==> config.mk <==
export PLATFORM = sky130hd
export DESIGN_NAME = pipelined_mux_sel_seq
export DESIGN_NICKNAME = d
export VERILOG_FILES = /design/src/rtl/pipelined_mux_sel_seq.sv
export SDC_FILE = /design/constraint.sdc
export NUM_CORES = 1
export LEC_CHECK = 0
export ABC_AREA = 1
export BUFFER_PORTS_ARGS = -buffer_cell sky130_fd_sc_hd__buf_2
export CAP_MARGIN = 20
export CORE_ASPECT_RATIO = 1.1
export CORE_MARGIN = 1.5
export CORE_UTILIZATION = 45
export DETAILED_ROUTE_END_ITERATION = 10
export PLACE_DENSITY = 0.8
export SETUP_SLACK_MARGIN = 0.4
export SYNTH_ARGS = -nofsm -noshare
export SYNTH_HDL_FRONTEND = slang
export SYNTH_SLANG_ARGS = --single-unit
==> constraint.sdc <==
create_clock -name clk -period 3.2 [get_ports clk]
set_clock_uncertainty 0.1 [all_clocks]
set_input_delay 0.48 -clock clk [delete_from_list [all_inputs] [get_ports clk]]
set_output_delay 0.48 -clock clk [all_outputs]
set_load 0.005 [all_outputs]
==> src/rtl/pipelined_mux_sel_seq.sv <==
// rtl/pipelined_mux_sel_seq.sv - registered N:1 channel mux with external-select or round-robin scan sequencing
module pipelined_mux_sel_seq #(
    parameter  int WIDTH = 8,
    parameter  int NCH   = 8,
    localparam int SELW  = $clog2(NCH)
) (
    input  logic                 clk,
    input  logic                 rst,
    input  logic [NCH*WIDTH-1:0] D,
    input  logic                 mode,
    input  logic [SELW-1:0]      S,
    input  logic                 s_valid,
    output logic                 s_ready,
    output logic [WIDTH-1:0]     Y,
    output logic [SELW-1:0]      y_chan,
    output logic                 y_valid,
    input  logic                 y_ready,
    output logic                 scan_wrap
);

    typedef enum logic {
        IDLE,
        HOLD
    } state_t;

    state_t          state;
    logic [SELW-1:0] idx;
    logic [SELW-1:0] sel;
    logic            fire;

    // The output register can take a new beat when empty or being drained this cycle.
    assign s_ready = !y_valid || y_ready;
    assign fire    = mode ? s_ready : (s_valid && s_ready);
    assign sel     = mode ? idx : S;

    always_ff @(posedge clk or posedge rst) begin
        if (rst) begin
            state     <= IDLE;
            Y         <= '0;
            y_chan    <= '0;
            y_valid   <= 1'b0;
            scan_wrap <= 1'b0;
            idx       <= '0;
        end else begin
            scan_wrap <= 1'b0;
            case (state)
                IDLE: begin
                    if (fire) begin
                        state   <= HOLD;
                        y_valid <= 1'b1;
                    end
                end
                HOLD: begin
                    if (y_ready && !fire) begin
                        state   <= IDLE;
                        y_valid <= 1'b0;
                    end
                end
            endcase
            if (fire) begin
                Y      <= D[sel*WIDTH +: WIDTH];
                y_chan <= sel;
                // idx only moves on an accepted scan beat, so a stall never skips a channel.
                if (mode) begin
                    idx       <= idx + 1'b1;
                    scan_wrap <= (idx == SELW'(NCH - 1));
                end
            end
        end
    end

endmodule
==> out/summary.md, run 1 <==
The run finished with clean final reports. The number of flops mapped to enable cells by yosys is 0. The kind of end point of the critical path is a flop. The die covers 3795 µm².

The logs give 243 for the post-synthesis cell count and 1,823 for the overall via count from detail_route. The count of nets left with antenna violations after detail routing came out at 0. The endpoint identified for the worst register-to-register timing path is Y[7]. The distinct cell type count after synthesis came out at 19.

For the total wirelength of the detailed-routed design, the log shows 4240 µm. Buffers added to address setup during post-CTS repair amount to 0. Port buffering added 85 buffers. For the worst-skew pair, the clock arrives at the later sink with an insertion delay of 0.28 ns. In this run the standard cell core region covers 3303 µm².

The setup TNS was 0 ns; the number of buffers created by CTS was 3. In this run the deepest clock path goes through 2 buffers. TritonCTS built the clock tree. The tools report the wire length of the first global-routing pass as 6989 µm. The final period utilization works out to 55.58%. In the routed design, unresolved DRC markers number 0. For this run, the share of the core covered by cells in the final layout is 58.90%. Setup repair after global routing left no endpoint under its margin.

After synthesis, flip-flops and latches occupy 27.53% of the total area. Compared with the post-synthesis result, the final layout area differs by 25.91%. By area the synthesized netlist is led by sky130_fd_sc_hd__nand3_1, sky130_fd_sc_hd__dfrtp_1, sky130_fd_sc_hd__nand2_1. Final weighted congestion of routability-driven global placement: 0.8643. Leaving out fill and tap cells, the most frequent cell in the layout is sky130_fd_sc_hd__nand3_1. 86 I/O pins were placed. The path class of the tightest hold or removal check is primary input to async pin.

The ratio of cells with drive above 1 in the final layout works out to 31.35%. The count of endpoints failing setup in the final report was 0. The clock slew seen by the registers of the worst setup and hold paths was 0.10 ns; the number of endpoints with negative hold slack in the final report was 0.

The die width came out at 58.87 µm. The HPWL after detailed placement is 3233 µm. The register bit count reported by yosys works out to 17. sky130_fd_sc_hd__nand3_1 takes more of the synthesized area than any other cell. In this run the register-to-register setup slack is 1.48 ns. The max capacitance violation total is 0.

Measured in cells, the most critical reg-to-reg path has a length of 6. The total number of yosys warnings is 0, and the highest fanout seen on the critical path is 34. Cts-stage hold buffer count: 0. For this run, the total global-route usage over all layers was measured as 23.04%. At the worst endpoint, the required time is 3.27 ns. The tools report the non-filler instance count after layout as 355. In the synthesized netlist the dominant register cell turns out to be sky130_fd_sc_hd__dfrtp_1. 0 antenna diodes ended up in the layout. The first-iteration detailed-routing DRC count was 140; the TritonCTS sink count was 17. Derived from the worst setup path, the maximum achievable clock frequency is 0.5623 GHz. After detailed routing, the number of vias per cell comes to 5.135. The tools report the total of cells resized after clock tree synthesis as 0.

The share of Yosys cell area claimed by the top area cell type came out at 31.42%. The run gives 1 as the number of levels the H-tree was split into. The tools report the cell at the root of the clock tree as sky130_fd_sc_hd__clkbuf_4. The startpoint of the most critical register-to-register path was idx[0].

After the last flow step, the layout net total stands at 394. The effective utilization at floorplan was 46.78%. Dividing the synthesized area by the synthesized cell count gives 6.359 µm². The chip height is 64.46 µm. The number of global-route vias before repair is 1,618. By startpoint and endpoint, the worst setup path is classified as primary input to flop. Number of antenna violations at the first check in global routing: 0.

For this run the aggregate overflow at the end of global routing stands at 0. After detailed routing, the average wire length per cell comes to 11.94 µm. The worst path needs 1.778 ns of the cycle, external delays included.

The tools report the total standard cell area after synthesis as 1545 µm². In this run the tightest slew margin relative to its limit is 56.57%. For the pin with the worst max-slew slack, the measured transition is 0.6492 ns.

The run gives 1.171 nW as the static leakage. In the layout the commonest cells are sky130_fd_sc_hd__nand3_1, sky130_fd_sc_hd__buf_2, sky130_fd_sc_hd__nand2_1, sky130_fd_sc_hd__inv_1, sky130_fd_sc_hd__dfrtp_1. The floorplan has 22 rows. The number of nets in the synthesized netlist is 317. The power per cell area is 562.7 nW/µm². Entering global routing, the biggest net connects 35 pins. Across the VDD grid, the largest voltage drop is 0.1778 mV. The pre-antenna-repair detailed-routing pass consisted of 4 iterations. The arrival time at the worst endpoint is 1.85 ns. The placed cell count is 351, and the total count of max-transition violations in the final report is 0. STA classifies the critical path startpoint as a primary input. In the synthesized netlist the async set-or-reset flop fraction comes to 100.0%.
sequential cells by signal (all words and copies together), names as in the netlist:
| name | count |
|---|---|
| y_chan | 3 |
| idx | 3 |
| y_valid | 1 |
| Y | 8 |
| scan_wrap | 1 |
| state | 1 |
cell families (layout without fill, tap and decap cells):
| family | after synthesis | count (layout) | share of synthesized area [%] |
|---|---|---|---|
| DFF | 17 | 17 | 27.53 |
| and+or+nand+nor | 159 | 159 | 48.26 |
| xor gates and xnor gates | 1 | 1 | 0.5669 |
| buffers and inverters | 55 | 131 | 16.60 |
| AOI/OAI and AO/OA | 9 | 9 | 5.426 |
| adders and majority gates | 2 | 2 | 1.619 |
routing by layer:
metal	up-vias	track usage (%)	wire length, µm
li1	938	-	-
met3	8	1.796	284
met1	795	31.26	1856
met4	0	9.375	98
met2	82	37.36	2000
met5	-	0	0
layout make-up:
class                      count  area [µm²]
clock buffer                   4       26.28
fill                         338        1358
tap                           36       45.04
multi-input combinational    171       863.3
sequential                    17       425.4
inverter                      42       160.2
timing repair buffer          85       425.4
cell usage after synthesis, types with 2 or more instances:
cell                      count
sky130_fd_sc_hd__buf_6        3
sky130_fd_sc_hd__nor2_2       2
sky130_fd_sc_hd__dfrtp_1     17
sky130_fd_sc_hd__a21oi_1      2
sky130_fd_sc_hd__o21ai_0      2
sky130_fd_sc_hd__nand2_2      3
sky130_fd_sc_hd__nand2_4      2
sky130_fd_sc_hd__buf_4        5
sky130_fd_sc_hd__nand2_1     49
sky130_fd_sc_hd__inv_1       41
sky130_fd_sc_hd__nor2_1       6
sky130_fd_sc_hd__nand3_1     97
sky130_fd_sc_hd__buf_2        5
sky130_fd_sc_hd__ha_1         2
sky130_fd_sc_hd__o21ai_4      3
report_power, final:
group | leakage, nW | internal (mW) | switching, mW | total (mW)
registers | 0.200 | 0.311 | 0.0591 | 0.370
logic | 0.955 | 0.248 | 0.365 | 0.612
clock network | 0.0150 | 0.0483 | 0.0638 | 0.112
total | 1.17 | 0.607 | 0.488 | 1.09
worst max-delay path, stage by stage:
cell,delay (ns)
sky130_fd_sc_hd__buf_2,0.25
sky130_fd_sc_hd__nand2_2,0.44
sky130_fd_sc_hd__nand2_4,0.34
sky130_fd_sc_hd__nand2_1,0.07
sky130_fd_sc_hd__nand3_1,0.07
sky130_fd_sc_hd__nand2_1,0.06
sky130_fd_sc_hd__nand2_1,0.06
sky130_fd_sc_hd__nand3_1,0.07
stage by stage:
stage	power, mW	area, µm²	hold slack, ns	setup slack [ns]
floorplan	0.8037	1545	0.3061	1.739
global placement	0.9728	1919	0.3628	1.161
detailed placement	0.9869	1919	0.3737	1.134
CTS	1.100	1946	0.1852	1.436
global route	1.211	1946	0.2120	1.297
finish	1.095	1946	0.1657	1.422
how the worst max path moves through the flow:
stage	startpoint	endpoint	slack, ns	depth (start not counted)
finish	mode	Y[4]	1.42	8
global route	mode	Y[6]	1.30	8
CTS	mode	Y[4]	1.44	8
floorplan	mode	Y[0]	1.74	8
detailed placement	mode	Y[4]	1.13	8
global placement	mode	Y[4]	1.16	8
Note: power is estimated with default switching activity, not from simulation.
==> run 2, diff against run 1 <==
- ABC_AREA: 1 -> 0
- CORE_UTILIZATION: 45 -> 36
- PLACE_DENSITY: 0.8 -> 0.75
- clock period: 3.2 -> 1.6 ns (I/O delays scaled with it)
==> out/summary.md, run 2 <==
For the post-detailed-placement cell area, the log shows 1729 µm² (-9.9%). Counting flops per register, the top entry is Y. The critical path is of the flop to flop type. The row count came out at 21 (-4.5%).

Number of inserted filler cells in the final layout: 256 (-24%). The worst hold path begins at y_ready. The chip height came out at 62.76 µm (-2.6%). For the DRC violation count after routing, the log shows 0 (unchanged). The clock tree buffer depth is 2 (unchanged), and the final weighted congestion of routability-driven global placement is 0.8576 (-0.78%). The compound-gate portion of the synthesized area works out to 16.60% (+11 points). The average footprint of a synthesized cell was 12.17 µm² (+91%); the count of buffer and inverter cells on the critical path was 2 (+1). For the max capacitance violation total, the log shows 0 (unchanged). Ratio of routed vias to standard cells: 5.346 (+4.1%).

The number of port buffers was 85 (unchanged); the post-route total power was 2.327 mW (+110%). The tools report the sequential share of the synthesized area as 36.40% (+8.9 points). The kind of cell adding the most delay to the critical path is multiplexers.

The count of nets left with antenna violations after detail routing is 0 (unchanged), and the worst hold path cell count is 2. The top achievable clock speed came out at 0.5379 GHz. The worst hold path terminates at state. The register bit count reported by yosys is 17 (unchanged), and the distinct cell type count after synthesis is 25 (+6). The flip-flop count of the largest register, all copies and words added is 8 (unchanged).

The average wire length per cell after detail routing was 15.69 µm (+31%). The tools report the number of endpoints with negative hold slack in the final report as 0 (unchanged). Count of endpoints failing setup in the final report: 8 (+8). The cell at the root of the clock tree was sky130_fd_sc_hd__clkbuf_4.

Non-filler instance count after layout: 231 (-35%). The proportion of synthesized flip-flops having asynchronous set or reset is 100.0% (unchanged), and the die width is 57.33 µm (-2.6%). The insertion delay to the later sink of the worst-skew pair was 0.28 ns (about the same); the ratio of cells with drive above 1 in the final layout was 63.45% (+32 points). Number of nets in the layout: 272 (-31%). The highest fanout seen on the critical path is 5 (-85%). The largest registers in the layout are Y: 8 flops, idx: 3 flops, y_chan: 3 flops.

The tools report the full die area as 3597 µm² (-5.2%). The logs give 3074 µm² (-6.9%) for the floorplan core area and 425.4 µm² (unchanged) for the sequential cell area. The flow ran to the end, but the final reports show violations. The critical path goes through mux2i_4 -> buf_6 -> buf_12 -> mux4_2 -> a221o_1. The run gives 0 (unchanged) as the number of antenna violations at the first check in global routing. The cell count of the worst reg-to-reg path was 5 (-1). First-iteration detailed-routing DRC count: 29 (-79%).

For the number of levels the H-tree was split into, the log shows 1 (unchanged). The category of the worst setup path launch point was a flop. The TritonCTS sink count was 17 (unchanged). Sorting the synthesized cells by how often they occur yields sky130_fd_sc_hd__dfrtp_1, sky130_fd_sc_hd__mux2i_1, sky130_fd_sc_hd__a221o_1, sky130_fd_sc_hd__o22ai_1, sky130_fd_sc_hd__mux4_1.

The simple logic cell fraction of the synthesized area came out at 4.711% (-44 points). The tools report the arrival time at the worst endpoint as 1.93 ns (+0.08 ns). The run gives 1883 µm² (-3.2%) as the final instance area. The critical path required time is 1.67 ns (-1.60 ns). The library cell used most frequently in the layout, excluding fill and tap cells, is sky130_fd_sc_hd__buf_2. The tools report the static leakage as 0.9657 nW (-17%).

The final reports fail on negative setup slack. The final antenna diode count is 0 (unchanged), and the global-route total usage across every layer is 20.80% (-2.2 points). The mux share of post-synthesis cell area is 36.30% (+36 points). The logs give -0.2931 ns (-1.427 ns) for the setup slack at placement and 3 (unchanged) for the number of buffers created by CTS. The cell type contributing the most total cell area after synthesis is sky130_fd_sc_hd__dfrtp_1.

The path class of the tightest hold or removal check is primary input to flop. The final period utilization was 116.2%; the effective utilization at floorplan was 38.01% (-8.8 points). The clock slew seen by the registers of the worst setup and hold paths works out to 0.10 ns (about the same). The leftover overflow at the end of global routing was 0 (unchanged). The number of flops mapped to enable cells by yosys is 0 (unchanged).

The run gives 1,276 (-21%) as the number of global-route vias before repair. The tools report the number of ports placed on the die boundary as 86 (unchanged). STA classifies the critical path endpoint as a flop. By area the synthesized netlist is led by sky130_fd_sc_hd__dfrtp_1, sky130_fd_sc_hd__mux4_1, sky130_fd_sc_hd__mux2i_1. The startpoint of the most critical register-to-register path is idx[0].

The final worst-path setup slack came out at -0.2592 ns (-1.681 ns). The footprint of the multi-input gates was 738.2 µm² (-14%). Total wirelength of the detailed-routed design: 3624 µm (-15%). For the number of nets produced by synthesis, the log shows 170 (-46%). The stage delay of the slowest cell on the critical path is 0.50 ns (+0.06 ns), and the synthesized-area fraction occupied by xor and xnor cells is 0.7495% (+0.18 points). The final-layout worst hold slack is 0.06000 ns (-0.1057 ns), and the area overhead of the layout relative to synthesis is 61.14%.

The total count of max-transition violations in the final report is 0 (unchanged), and the total number of yosys warnings is 0 (unchanged). For the placed cell count, the log shows 217 (-38%). The top cell types in the final layout, fill and taps aside, are sky130_fd_sc_hd__buf_2, sky130_fd_sc_hd__dfrtp_1, sky130_fd_sc_hd__mux2i_1, sky130_fd_sc_hd__buf_4. The setup TNS was -1.945 ns (-1.945 ns); the post-route minimum period was 1.859 ns. The worst register-to-register path ends at Y[3]. TritonCTS built the clock tree. The logs give 96 (-60%) for the post-synthesis cell count and 4 (unchanged) for the first-pass iteration count of the detailed router. The run gives 61.25% (+2.4 points) as the share of the core filled with cells. The wire length of the first global-routing pass was 5699 µm (-18%).

The max-slew headroom at the worst pin was 75.08% (+19 points); the maximum number of pins on one net before global-route repair was 26 (-26%). The logs give 1169 µm² (-24%) for the total standard cell area after synthesis and 2880 µm (-11%) for the total half-perimeter wirelength after legalization and detailed placement. The share of Yosys cell area claimed by the top area cell type was 36.40% (+5.0 points). The overall via count from detail_route is 1,235 (-32%), and the post-synthesis adder-cell area fraction is 2.141% (+0.52 points). The power per cell area was 1236 nW/µm² (+120%). The measured slew at the worst slew-check pin is 0.3724 ns (-0.2767 ns). The tools report the worst setup slack for register-to-register paths as -0.26 ns (-1.74 ns). The maximum VDD drop is 0.6436 mV (+260%).

Combinational family with the most area after synthesis: multiplexers. The standard cell with the maximum stage delay on the critical path is sky130_fd_sc_hd__mux4_2. The predominant post-synthesis flop cell was sky130_fd_sc_hd__dfrtp_1. Setup repair after global routing could not meet its margin everywhere.
run 2: layout make-up:
cell class                      instances  area share (%)
Clock buffer                            4           1.395
Inverter                                3          0.7973
Multi-Input combinational cell         70           39.20
Sequential cell                        17           22.59
Tap cell                               34           2.259
Timing Repair Buffer                  103           33.75
run 2: repair_timing:
action / CTS / global route
hold endpoints to repair: 17 / 0
setup endpoints to repair: 16 / 25
pin swaps: 0 / 0
setup buffers: 5 / 3
cloned: 1 / 0
hold buffers: 1 / 0
resized for setup: 19 / 2
run 2: logic make-up after synthesis:
| family | count (synthesis) |
|---|---|
| muxes | 29 |
| AOI/OAI and AO/OA | 26 |
| DFF | 17 |
| and+or+nand+nor | 12 |
| buffers and inverters | 9 |
| adders and majority gates | 2 |
| xor gates and xnor gates | 1 |
run 2: worst max-delay path by stage:
stage	from	to	slack (ns)	depth (start not counted)
after CTS	idx[0]	Y[0]	-0.24	5
after global routing	idx[0]	Y[1]	-0.30	5
after detailed placement	mode	Y[3]	-0.29	5
after floorplan	idx[0]	Y[0]	-0.23	3
after global placement	mode	Y[2]	-0.22	5
final	idx[0]	Y[3]	-0.26	5
run 2: worst register-to-register path, cell delays in order, from the launching register on:
cell and delay (ns):
sky130_fd_sc_hd__dfrtp_1 0.41, sky130_fd_sc_hd__mux2i_4 0.18, sky130_fd_sc_hd__buf_6 0.13, sky130_fd_sc_hd__buf_12 0.11, sky130_fd_sc_hd__mux4_2 0.50, sky130_fd_sc_hd__a221o_1 0.31
run 2: power breakdown:
| part | internal, mW | switching [mW] | total [mW] | leakage [nW] |
|---|---|---|---|---|
| Clock | 0.0967 | 0.127 | 0.223 | 0.0150 |
| Sequential | 0.605 | 0.122 | 0.727 | 0.204 |
| Combinational | 0.839 | 0.538 | 1.38 | 0.747 |
run 2: per-layer routing:
metal	track usage, %	part of all wire [%]	up-vias	wire [µm]
met1	24.90	40	572	1447
met2	36.93	51	69	1856
met5	0	0	-	0
met4	6.105	1.2	0	44
li1	-	-	590	-
met3	4.348	7.6	4	275
